File: src/rtl/memwb_pipe_if.sv
// memwb_pipe_if: execute handshake, register-file writeback and split-transaction
// bus signals of the memwb_pipe stage. The byte-lane extension signals exist only
// when MEMWB_BYTE_EN is defined.
interface memwb_pipe_if #(
    parameter int RW    = 16,
    parameter int REGNO = 8
);
    // execute side
    logic             i_submit;
    logic             o_ready;
    logic [RW-1:0]    i_data;
    logic [RW-1:0]    i_addr;
    logic [REGNO-1:0] i_reg_ie;
    logic             i_mem_access;
    logic             i_mem_we;
    // register-file side
    logic [REGNO-1:0] o_reg_ie;
    logic [RW-1:0]    o_reg_data;
    // bus side
    logic             o_mem_req;
    logic [RW-1:0]    o_mem_addr;
    logic [RW-1:0]    o_mem_data;
    logic             o_mem_we;
    logic             i_mem_ack;
    logic             i_mem_rvalid;
    logic [RW-1:0]    i_mem_data;
    logic             o_busy;
`ifdef MEMWB_BYTE_EN
    logic             i_mem_byte;
    logic             i_mem_sext;
    logic [1:0]       o_mem_sel;
`endif

    // stage view
    modport slave (
        input  i_submit, i_data, i_addr, i_reg_ie, i_mem_access, i_mem_we,
        input  i_mem_ack, i_mem_rvalid, i_mem_data,
`ifdef MEMWB_BYTE_EN
        input  i_mem_byte, i_mem_sext,
        output o_mem_sel,
`endif
        output o_ready, o_reg_ie, o_reg_data,
        output o_mem_req, o_mem_addr, o_mem_data, o_mem_we, o_busy
    );

    // environment view (execute + bus + register file)
    modport master (
        output i_submit, i_data, i_addr, i_reg_ie, i_mem_access, i_mem_we,
        output i_mem_ack, i_mem_rvalid, i_mem_data,
`ifdef MEMWB_BYTE_EN
        output i_mem_byte, i_mem_sext,
        input  o_mem_sel,
`endif
        input  o_ready, o_reg_ie, o_reg_data,
        input  o_mem_req, o_mem_addr, o_mem_data, o_mem_we, o_busy
    );
endinterface

File: src/rtl/memwb_pipe.sv
// memwb_pipe: pipelined memory/writeback stage. Up to DEPTH ops are held in an
// in-order completion queue; memory ops issue one request at a time on a
// req/ack bus and retire when their in-order rvalid response arrives.
// Optional byte-lane support is enabled by defining MEMWB_BYTE_EN (assumes RW=16).
module memwb_pipe #(
    parameter int RW    = 16,
    parameter int REGNO = 8,
    parameter int DEPTH = 4
) (
    input  logic          i_clk,
    input  logic          i_rst_n,
    memwb_pipe_if.slave   bus
);
    localparam int IW = $clog2(DEPTH);
    localparam int PW = IW + 1;

    // completion queue storage
    logic [REGNO-1:0] q_reg_ie_r [DEPTH];
    logic             q_mem_r    [DEPTH];
    logic             q_we_r     [DEPTH];
    logic [RW-1:0]    q_data_r   [DEPTH];
`ifdef MEMWB_BYTE_EN
    logic             q_byte_r   [DEPTH];
    logic             q_sext_r   [DEPTH];
    logic             q_a0_r     [DEPTH];
    logic [1:0]       req_sel_r;
    logic [7:0]       lane_s;
`endif

    // pointers carry a wrap bit above the index
    logic [PW-1:0]    wr_ptr_r;
    logic [PW-1:0]    rd_ptr_r;

    // request register
    logic             req_r;
    logic [RW-1:0]    req_addr_r;
    logic [RW-1:0]    req_data_r;
    logic             req_we_r;

    logic [IW-1:0]    wr_idx_s;
    logic [IW-1:0]    rd_idx_s;
    logic             empty_s;
    logic             full_s;
    logic             ready_s;
    logic             accept_s;
    logic             head_mem_s;
    logic             head_load_s;
    logic             head_store_s;
    logic             retire_s;
    logic [RW-1:0]    st_data_s;
    logic [RW-1:0]    load_data_s;
    logic [REGNO-1:0] reg_ie_s;
    logic [RW-1:0]    reg_data_s;

    // occupancy, handshake and retire decisions
    always_comb begin
        wr_idx_s     = wr_ptr_r[IW-1:0];
        rd_idx_s     = rd_ptr_r[IW-1:0];
        empty_s      = (wr_ptr_r == rd_ptr_r);
        full_s       = (wr_idx_s == rd_idx_s) && (wr_ptr_r[IW] != rd_ptr_r[IW]);
        ready_s      = ~full_s & (~req_r | bus.i_mem_ack);
        accept_s     = bus.i_submit & ready_s;
        head_mem_s   = q_mem_r[rd_idx_s];
        head_load_s  = head_mem_s & ~q_we_r[rd_idx_s];
        head_store_s = head_mem_s & q_we_r[rd_idx_s];
        // a memory head waits for its response; rvalid on a non-mem head is ignored
        retire_s     = ~empty_s & (~head_mem_s | bus.i_mem_rvalid);
    end

    // store data formatting and load data extraction
    always_comb begin
        st_data_s   = bus.i_data;
        load_data_s = bus.i_mem_data;
`ifdef MEMWB_BYTE_EN
        lane_s = 8'h00;
        if (bus.i_mem_byte) begin
            st_data_s = {bus.i_data[7:0], bus.i_data[7:0]};
        end else begin
            st_data_s = bus.i_data;
        end
        if (q_a0_r[rd_idx_s]) begin
            lane_s = bus.i_mem_data[15:8];
        end else begin
            lane_s = bus.i_mem_data[7:0];
        end
        if (q_byte_r[rd_idx_s]) begin
            load_data_s = {{(RW-8){q_sext_r[rd_idx_s] & lane_s[7]}}, lane_s};
        end else begin
            load_data_s = bus.i_mem_data;
        end
`endif
    end

    // writeback for the retiring head; stores never write the register file
    always_comb begin
        reg_ie_s   = {REGNO{1'b0}};
        reg_data_s = q_data_r[rd_idx_s];
        if (retire_s && !head_store_s) begin
            reg_ie_s = q_reg_ie_r[rd_idx_s];
        end else begin
            reg_ie_s = {REGNO{1'b0}};
        end
        if (retire_s && head_load_s) begin
            reg_data_s = load_data_s;
        end else begin
            reg_data_s = q_data_r[rd_idx_s];
        end
    end

    // queue entry write on accept
    always_ff @(posedge i_clk or negedge i_rst_n) begin
        if (!i_rst_n) begin
            for (int i = 0; i < DEPTH; i++) begin
                q_reg_ie_r[i] <= {REGNO{1'b0}};
                q_mem_r[i]    <= 1'b0;
                q_we_r[i]     <= 1'b0;
                q_data_r[i]   <= {RW{1'b0}};
`ifdef MEMWB_BYTE_EN
                q_byte_r[i]   <= 1'b0;
                q_sext_r[i]   <= 1'b0;
                q_a0_r[i]     <= 1'b0;
`endif
            end
        end else if (accept_s) begin
            q_reg_ie_r[wr_idx_s] <= bus.i_reg_ie;
            q_mem_r[wr_idx_s]    <= bus.i_mem_access;
            q_we_r[wr_idx_s]     <= bus.i_mem_we;
            q_data_r[wr_idx_s]   <= bus.i_data;
`ifdef MEMWB_BYTE_EN
            q_byte_r[wr_idx_s]   <= bus.i_mem_byte;
            q_sext_r[wr_idx_s]   <= bus.i_mem_sext;
            q_a0_r[wr_idx_s]     <= bus.i_addr[0];
`endif
        end
    end

    // read/write pointer advance; wrap is handled by the extra pointer bit
    always_ff @(posedge i_clk or negedge i_rst_n) begin
        if (!i_rst_n) begin
            wr_ptr_r <= {PW{1'b0}};
            rd_ptr_r <= {PW{1'b0}};
        end else begin
            if (accept_s) begin
                wr_ptr_r <= wr_ptr_r + PW'(1);
            end
            if (retire_s) begin
                rd_ptr_r <= rd_ptr_r + PW'(1);
            end
        end
    end

    // request register: loads on a memory accept, held until acked
    always_ff @(posedge i_clk or negedge i_rst_n) begin
        if (!i_rst_n) begin
            req_r      <= 1'b0;
            req_addr_r <= {RW{1'b0}};
            req_data_r <= {RW{1'b0}};
            req_we_r   <= 1'b0;
`ifdef MEMWB_BYTE_EN
            req_sel_r  <= 2'b00;
`endif
        end else if (accept_s && bus.i_mem_access) begin
            req_r      <= 1'b1;
            req_addr_r <= bus.i_addr;
            req_data_r <= st_data_s;
            req_we_r   <= bus.i_mem_we;
`ifdef MEMWB_BYTE_EN
            if (bus.i_mem_byte) begin
                req_sel_r <= bus.i_addr[0] ? 2'b10 : 2'b01;
            end else begin
                req_sel_r <= 2'b11;
            end
`endif
        end else if (bus.i_mem_ack) begin
            req_r <= 1'b0;
        end
    end

    assign bus.o_ready    = ready_s;
    assign bus.o_reg_ie   = reg_ie_s;
    assign bus.o_reg_data = reg_data_s;
    assign bus.o_mem_req  = req_r;
    assign bus.o_mem_addr = req_addr_r;
    assign bus.o_mem_data = req_data_r;
    assign bus.o_mem_we   = req_we_r;
    assign bus.o_busy     = ~empty_s | req_r;
`ifdef MEMWB_BYTE_EN
    assign bus.o_mem_sel  = req_sel_r;
`endif
endmodule

File: src/flat_wrapper.sv
// flat-port wrapper written by rule: the top's interface ports become plain ports
module memwb_pipe_flat 
#(
    parameter int RW    = 16,
    parameter int REGNO = 8,
    parameter int DEPTH = 4
)
  (i_clk, i_rst_n, bus_i_submit, bus_i_data, bus_i_addr, bus_i_reg_ie, bus_i_mem_access, bus_i_mem_we, bus_i_mem_ack, bus_i_mem_rvalid, bus_i_mem_data, bus_o_ready, bus_o_reg_ie, bus_o_reg_data, bus_o_mem_req, bus_o_mem_addr, bus_o_mem_data, bus_o_mem_we, bus_o_busy);
  memwb_pipe_if #(.RW(RW), .REGNO(REGNO)) bus_i ();
  input  logic i_clk;
  input  logic i_rst_n;
  input wire logic [$bits(bus_i.i_submit)-1:0] bus_i_submit;
  input wire logic [$bits(bus_i.i_data)-1:0] bus_i_data;
  input wire logic [$bits(bus_i.i_addr)-1:0] bus_i_addr;
  input wire logic [$bits(bus_i.i_reg_ie)-1:0] bus_i_reg_ie;
  input wire logic [$bits(bus_i.i_mem_access)-1:0] bus_i_mem_access;
  input wire logic [$bits(bus_i.i_mem_we)-1:0] bus_i_mem_we;
  input wire logic [$bits(bus_i.i_mem_ack)-1:0] bus_i_mem_ack;
  input wire logic [$bits(bus_i.i_mem_rvalid)-1:0] bus_i_mem_rvalid;
  input wire logic [$bits(bus_i.i_mem_data)-1:0] bus_i_mem_data;
  output wire logic [$bits(bus_i.o_ready)-1:0] bus_o_ready;
  output wire logic [$bits(bus_i.o_reg_ie)-1:0] bus_o_reg_ie;
  output wire logic [$bits(bus_i.o_reg_data)-1:0] bus_o_reg_data;
  output wire logic [$bits(bus_i.o_mem_req)-1:0] bus_o_mem_req;
  output wire logic [$bits(bus_i.o_mem_addr)-1:0] bus_o_mem_addr;
  output wire logic [$bits(bus_i.o_mem_data)-1:0] bus_o_mem_data;
  output wire logic [$bits(bus_i.o_mem_we)-1:0] bus_o_mem_we;
  output wire logic [$bits(bus_i.o_busy)-1:0] bus_o_busy;
  assign bus_i.i_submit = bus_i_submit;
  assign bus_i.i_data = bus_i_data;
  assign bus_i.i_addr = bus_i_addr;
  assign bus_i.i_reg_ie = bus_i_reg_ie;
  assign bus_i.i_mem_access = bus_i_mem_access;
  assign bus_i.i_mem_we = bus_i_mem_we;
  assign bus_i.i_mem_ack = bus_i_mem_ack;
  assign bus_i.i_mem_rvalid = bus_i_mem_rvalid;
  assign bus_i.i_mem_data = bus_i_mem_data;
  assign bus_o_ready = bus_i.o_ready;
  assign bus_o_reg_ie = bus_i.o_reg_ie;
  assign bus_o_reg_data = bus_i.o_reg_data;
  assign bus_o_mem_req = bus_i.o_mem_req;
  assign bus_o_mem_addr = bus_i.o_mem_addr;
  assign bus_o_mem_data = bus_i.o_mem_data;
  assign bus_o_mem_we = bus_i.o_mem_we;
  assign bus_o_busy = bus_i.o_busy;
  memwb_pipe #(.RW(RW), .REGNO(REGNO), .DEPTH(DEPTH)) u_core (.i_clk(i_clk), .i_rst_n(i_rst_n), .bus(bus_i));
endmodule
File: config.mk
export PLATFORM = sky130hd
export DESIGN_NAME = memwb_pipe_flat
export DESIGN_NICKNAME = d
export VERILOG_FILES = /design/src/rtl/memwb_pipe_if.sv /design/src/rtl/memwb_pipe.sv /design/src/flat_wrapper.sv
export SDC_FILE = /design/constraint.sdc
export NUM_CORES = 1
export LEC_CHECK = 0
export CORE_ASPECT_RATIO = 0.9
export CORE_UTILIZATION = 55
export CTS_BUF_LIST = sky130_fd_sc_hd__clkbuf_4 sky130_fd_sc_hd__clkbuf_8
export CTS_CLUSTER_DIAMETER = 100
export DETAILED_ROUTE_END_ITERATION = 6
export GPL_ROUTABILITY_DRIVEN = 1
export MAX_ROUTING_LAYER = met4
export PLACE_DENSITY_LB_ADDON = 0.08
export SETUP_SLACK_MARGIN = 0.1
export SYNTH_ARGS = -nofsm -noshare
export SYNTH_HDL_FRONTEND = slang
export SYNTH_SLANG_ARGS = --single-unit
File: constraint.sdc
create_clock -name i_clk -period 2.5 [get_ports i_clk]
set_input_delay 0.5 -clock i_clk [delete_from_list [all_inputs] [get_ports i_clk]]
set_output_delay 0.5 -clock i_clk [all_outputs]
set_load 0.005 [all_outputs]
[Yosys cells after proc, flatten, opt, wreduce, memory -nomap -nowiden]
Cells that the tools add are included.
Word-level totals
  flip-flop bits (word level): 144
  input bits: 63
  output and inout bits: 60
  word-level logic and storage cells: 78
Operators by class
  add/sub/neg operators: 2
  $lt $le $gt $ge: 3
  equal/unequal tests: 3
  mux-type cells: 26
  bitwise gates (word level): 15
  reduce and logical (&&, ||, !) cells: 7
Operators with widths (number)
  64-bit bitwise mux: 1
  16-bit two-way mux: 4
  16-bit binary-select mux with 2-bit select: 1
  32-bit bitwise mux: 1
  16-bit demux with 2-bit select: 1
  8-bit two-way mux: 4
  8-bit binary-select mux with 2-bit select: 1
  8-bit demux with 2-bit select: 1
  4-bit bitwise mux: 2
  1-bit two-way mux: 7
  3-bit by 1-bit adder with 3-bit output, second input constant: 2
  3-bit >= comparator, second input constant: 2
  2-bit inverter with 3-bit output: 2
  1-bit AND: 5
  1-bit logical AND: 5
  1-bit inverter: 5
  1-bit binary-select mux with 2-bit select: 2
  3-bit == test: 1
  3-bit by 1-bit less-than comparator with 1-bit output, second input constant: 1
  1-bit OR: 3
  1-bit demux with 2-bit select: 1
  2-bit == test: 1
  2-bit nonzero test: 1
  1-bit logical NOT: 1
  1-bit != test: 1

[Depth between registers and ports, before layout]
  depth in word-level cells: 9
  gate-level depth with buffers: 7
  mapped depth without buffers: 4

[Worst setup path before layout]
No wires, ideal clock.
  path type: register -> output
  start point: reg u_core.rd_ptr_r[0]
  end point: out bus_o_reg_data[10]
  arrival time: 1.868 ns
  data required time: 2.000 ns
  setup slack: 0.132 ns
  cell stages (with the launch flop): 8
  buffers on the path: 3
  path through: dfrtp_1 buf_6 mux4_2 nor2_1 and3_1 buf_4 buf_6 mux2_2
Between the ends
  longest elaborated chain between the ends: 9
  elaborated cells on any way between the ends: 19
  those cells by class: eq/ne: 1; mux: 10; bitwise: 7; reduce/logical: 1
RTL lines
  start: declaration: line memwb_pipe.sv:32  | logic [PW-1:0] rd_ptr_r;
  start signal: assignment: line memwb_pipe.sv:141  | rd_ptr_r <= {PW{1'b0}};
  start signal: assignment: line memwb_pipe.sv:147  | rd_ptr_r <= rd_ptr_r + PW'(1);
  2-bit inverter with 3-bit output (not written as such): line memwb_pipe.sv:63, memwb_pipe.sv:64, memwb_pipe.sv:106
  1-bit binary-select mux with 2-bit select: line memwb_pipe.sv:63  | head_mem_s = q_mem_r[rd_idx_s];
  1-bit two-way mux (not written as such) (2 in series): line memwb_pipe.sv:63
  1-bit inverter: line memwb_pipe.sv:67  | retire_s = ~empty_s & (~head_mem_s | bus.i_mem_rvalid);
  1-bit OR: line memwb_pipe.sv:67
  1-bit AND: line memwb_pipe.sv:67
  1-bit logical AND: line memwb_pipe.sv:103  | if (retire_s && head_load_s) begin
  16-bit two-way mux (*): line memwb_pipe.sv:103
  end: declaration: line flat_wrapper.sv:23  | output wire logic [$bits(bus_i.o_reg_data)-1:0] bus_o_reg_data;
Mark *: on every way between the ends. The rest lies on a longest branch, timed or not. The select of a mux whose other input is x is not followed.

[Worst setup path after layout]
  start point: reg u_core.rd_ptr_r[0]
  end point: out bus_o_reg_data[14]
The elaborated chain is that of the path after synthesis.

==> impl_metrics.toml <==
[outcome]
outcome = "complete, but fails checks"
failed_checks = "negative setup slack"

[timing]
setup_viol = 25
finalHoldViolations = 0
fmax_mhz = 345
min_period_over_period_pct = 116
maxSlewViolCount = 0
finalCriticalPeriod_ns = 2.90
whs_ns = 0.0196
slew_headroom_pct = 61.0
finClkSkew_ns = 0.00574
worst_slack_ns = -0.403
worstMarginPinSlew_ns = 0.585
rsz0062_at_grt = "true"

[finish]
fillers = 736
post-route-cell-area_um2 = 9280
finish.utilization_pct = 75.6
fin_cells = 733
ff_latch_area_um2 = 3600
drive_gt1_share_pct = 53.9
final_cell_mix = "dfrtp_1 (143), mux2_4 (123), clkdlybuf4s50_1 (95), buf_6 (38), mux2_2 (31)"
final_nets = 630
area_growth_pct = 32.1
multi_input_area_um2 = 3180
antenna_cells = 0
final_common_cell = "dfrtp_1"

[worst_hold_path]
hp-class = "input port to asynchronous set/reset pin"

[routing]
vias_per_cell = 5.38
first_iter_violations = 143
avgRoutedWirePerCell_um = 20.1
vias = 3947
drc = 0
drtPass1Iterations = 4
ant_nets = 0
finalWirelength_um = 14700

[floorplan]
start_util_pct = 57.3
core_region_area_um2 = 12300
dieHeight_um = 109
dieArea_um2 = 13200
row_count = 38
io_pins = 123
die_w_um = 121

[pwr]
powerDensity_nw_per_um2 = 1480
power_leakage_nw = 4.13
seq_power_share_pct = 30.7
pwr-share-clk_pct = 14.1
power_frac_comb_pct = 55.2
intPower_mw = 9.82
switching_share_pct = 28.6
p_sw_mw = 3.93
ir_drop_mv = 0.860

[logic_synthesis]
syn_nets = 460
ys_top_cells_by_area = "dfrtp_1 (51%), mux2_4 (23%), mux4_2 (8.3%), mux2_2 (7.2%), buf_12 (3.1%)"
synth_area_um2 = 7020
syn_inst = 392
synth_cell_types = 27
yosys.area.top_type_share_pct = 51.3
yosys_warnings = 0
yosys_register_bits = 144
synth_top_area_cell = "dfrtp_1"
postSynthAreaPerCell_um2 = 17.9
synth.yosys.seq_area_share_pct = 51.3

[global_route]
antenna_found_initial = 0
grtUsageTotal_pct = 24.7
grt_max_degree = 62
grt_pass1_vias = 4296
grt_pass1_wl_um = 23100
overflow = 0

[clock_tree]
cts-root-buf = "clkbuf_8"
htreeDepth = 4
clockBufferDepth = 2
cts_buffers = 17
insertion_delay_ns = 0.46
cts.clk_slew.worst_paths_ns = 0.07
cts_tree = "built"
clock-sinks = 144

[place]
dp_hpwl_um = 9420
dpl_cell_area_um2 = 8500
dp_cells = 684
io_buffers = 122
gp_congestion = 0.770

[worst_setup_path]
worstPathRequired_ns = 2.00
cp-start-kind = "flop"
cp-end-kind = "output port"
cp.arrival_ns = 2.40
critPathMaxFanout = 5
crit_type = "flop to output port"

[job]
maxCapViolations = 0
## path summary, 6_finish.rpt
| path | start | end | slack [ns] | cells past startpoint |
|---|---|---|---|---|
| min in group i_clk | u_core.q_data_r[31]$_DFFE_PN0P_ | u_core.q_data_r[31]$_DFFE_PN0P_ | 0.51 | 1 |
| setup / recovery | u_core.rd_ptr_r[0]$_DFFE_PN0P_ | bus_o_reg_data[14] | -0.40 | 7 |
| max in group asynchronous | i_rst_n | u_core.q_data_r[24]$_DFFE_PN0P_ | 1.84 | 2 |
| hold reg to reg | u_core.q_data_r[31]$_DFFE_PN0P_ | u_core.q_data_r[31]$_DFFE_PN0P_ | 0.51 | 1 |
| setup reg to reg | u_core.rd_ptr_r[0]$_DFFE_PN0P_ | u_core.q_mem_r[1]$_DFFE_PN0P_ | 0.18 | 9 |
| hold / removal | i_rst_n | u_core.bus.o_mem_addr[13]$_DFFE_PN0P_ | 0.02 | 1 |
## critical path: stages (launching register included)
cell,delay [ns]
dfrtp_2,0.40
mux4_2,0.51
nor2_1,0.11
and3_4,0.24
buf_6,0.16
buf_6,0.11
mux2_4,0.29
buf_6,0.11
## Yosys cell counts, drive strengths merged
cell type and n:
a32oi 1, a311oi 1, a31oi 1, dfrtp 144, and3 9, ha 5
mux4 26, or2 1, and2 5, clkbuf 2, nor2 1, xnor2 5
nand2 2, xor2 3, nand3 2, inv 4, mux2 154, o21ai 2
a31o 1, nor2b 1, buf 22
## kinds of logic after synthesis
family / synth area share [%]
AOI/OAI and AO/OA: 0.855
xor gates and xnor gates: 1.37
DFF: 51.3
buffers and inverters: 4.99
muxes: 38.9
adders and majority gates: 0.891
and+or+nand+nor: 1.73
## power by group through the flow
stage / clock network, mW / logic (mW) / registers (mW)
2_1_floorplan: 0 / 4.30 / 4.07
3_3_place_gp: 0 / 6.61 / 4.16
3_5_place_dp: 0 / 6.71 / 4.24
4_1_cts: 1.97 / 7.34 / 4.21
5_1_grt: 2.09 / 8.08 / 4.37
6_report: 1.93 / 7.59 / 4.22
## registers in the layout, summed over array words and instances (netlist names)
name	count
u_core.bus.o_mem_addr	16
u_core.bus.o_mem_data	16
u_core.bus.o_mem_req	1
u_core.bus.o_mem_we	1
u_core.q_data_r	64
u_core.q_mem_r	4
u_core.q_reg_ie_r	32
u_core.q_we_r	4
u_core.rd_ptr_r	3
u_core.wr_ptr_r	3
## per-stage QoR
step           total power [mW]  setup WS (ns)  setup TNS [ns]
6_report                   13.7         -0.403           -7.33
5_1_grt                    14.5         -0.471           -9.25
3_3_place_gp               10.8         -0.327           -6.65
4_1_cts                    13.5         -0.432           -9.15
3_5_place_dp               10.9         -0.383           -7.74
2_1_floorplan              8.37          0.132               0
## area by class of cell
type | count | area share (%)
flip-flops and latches | 144 | 38.9
multi-input cells | 220 | 34.3
repair buffers | 175 | 20.0
clock buffers | 24 | 3.36
well taps | 160 | 2.16
clock inverters | 6 | 1.13
inverters | 4 | 0.162
## repair_timing
item,in CTS,in global routing
setup buffers,15,1
gates resized for setup,135,31
pin swaps,4,8
gates cloned,1,2
hold buffers,0,0
endpoints found under the setup margin,85,66
## layer usage
layer / vias up / share of wire [%] / GRT usage, %
li1: 1771 / - / -
met1: 2057 / 47 / 32.5
met2: 102 / 47 / 37.1
met3: 17 / 4.6 / 6.59
met4: 0 / 1.4 / 9.26
met5: - / 0 / -
No activity file was read; power rests on OpenSTA's default activity.
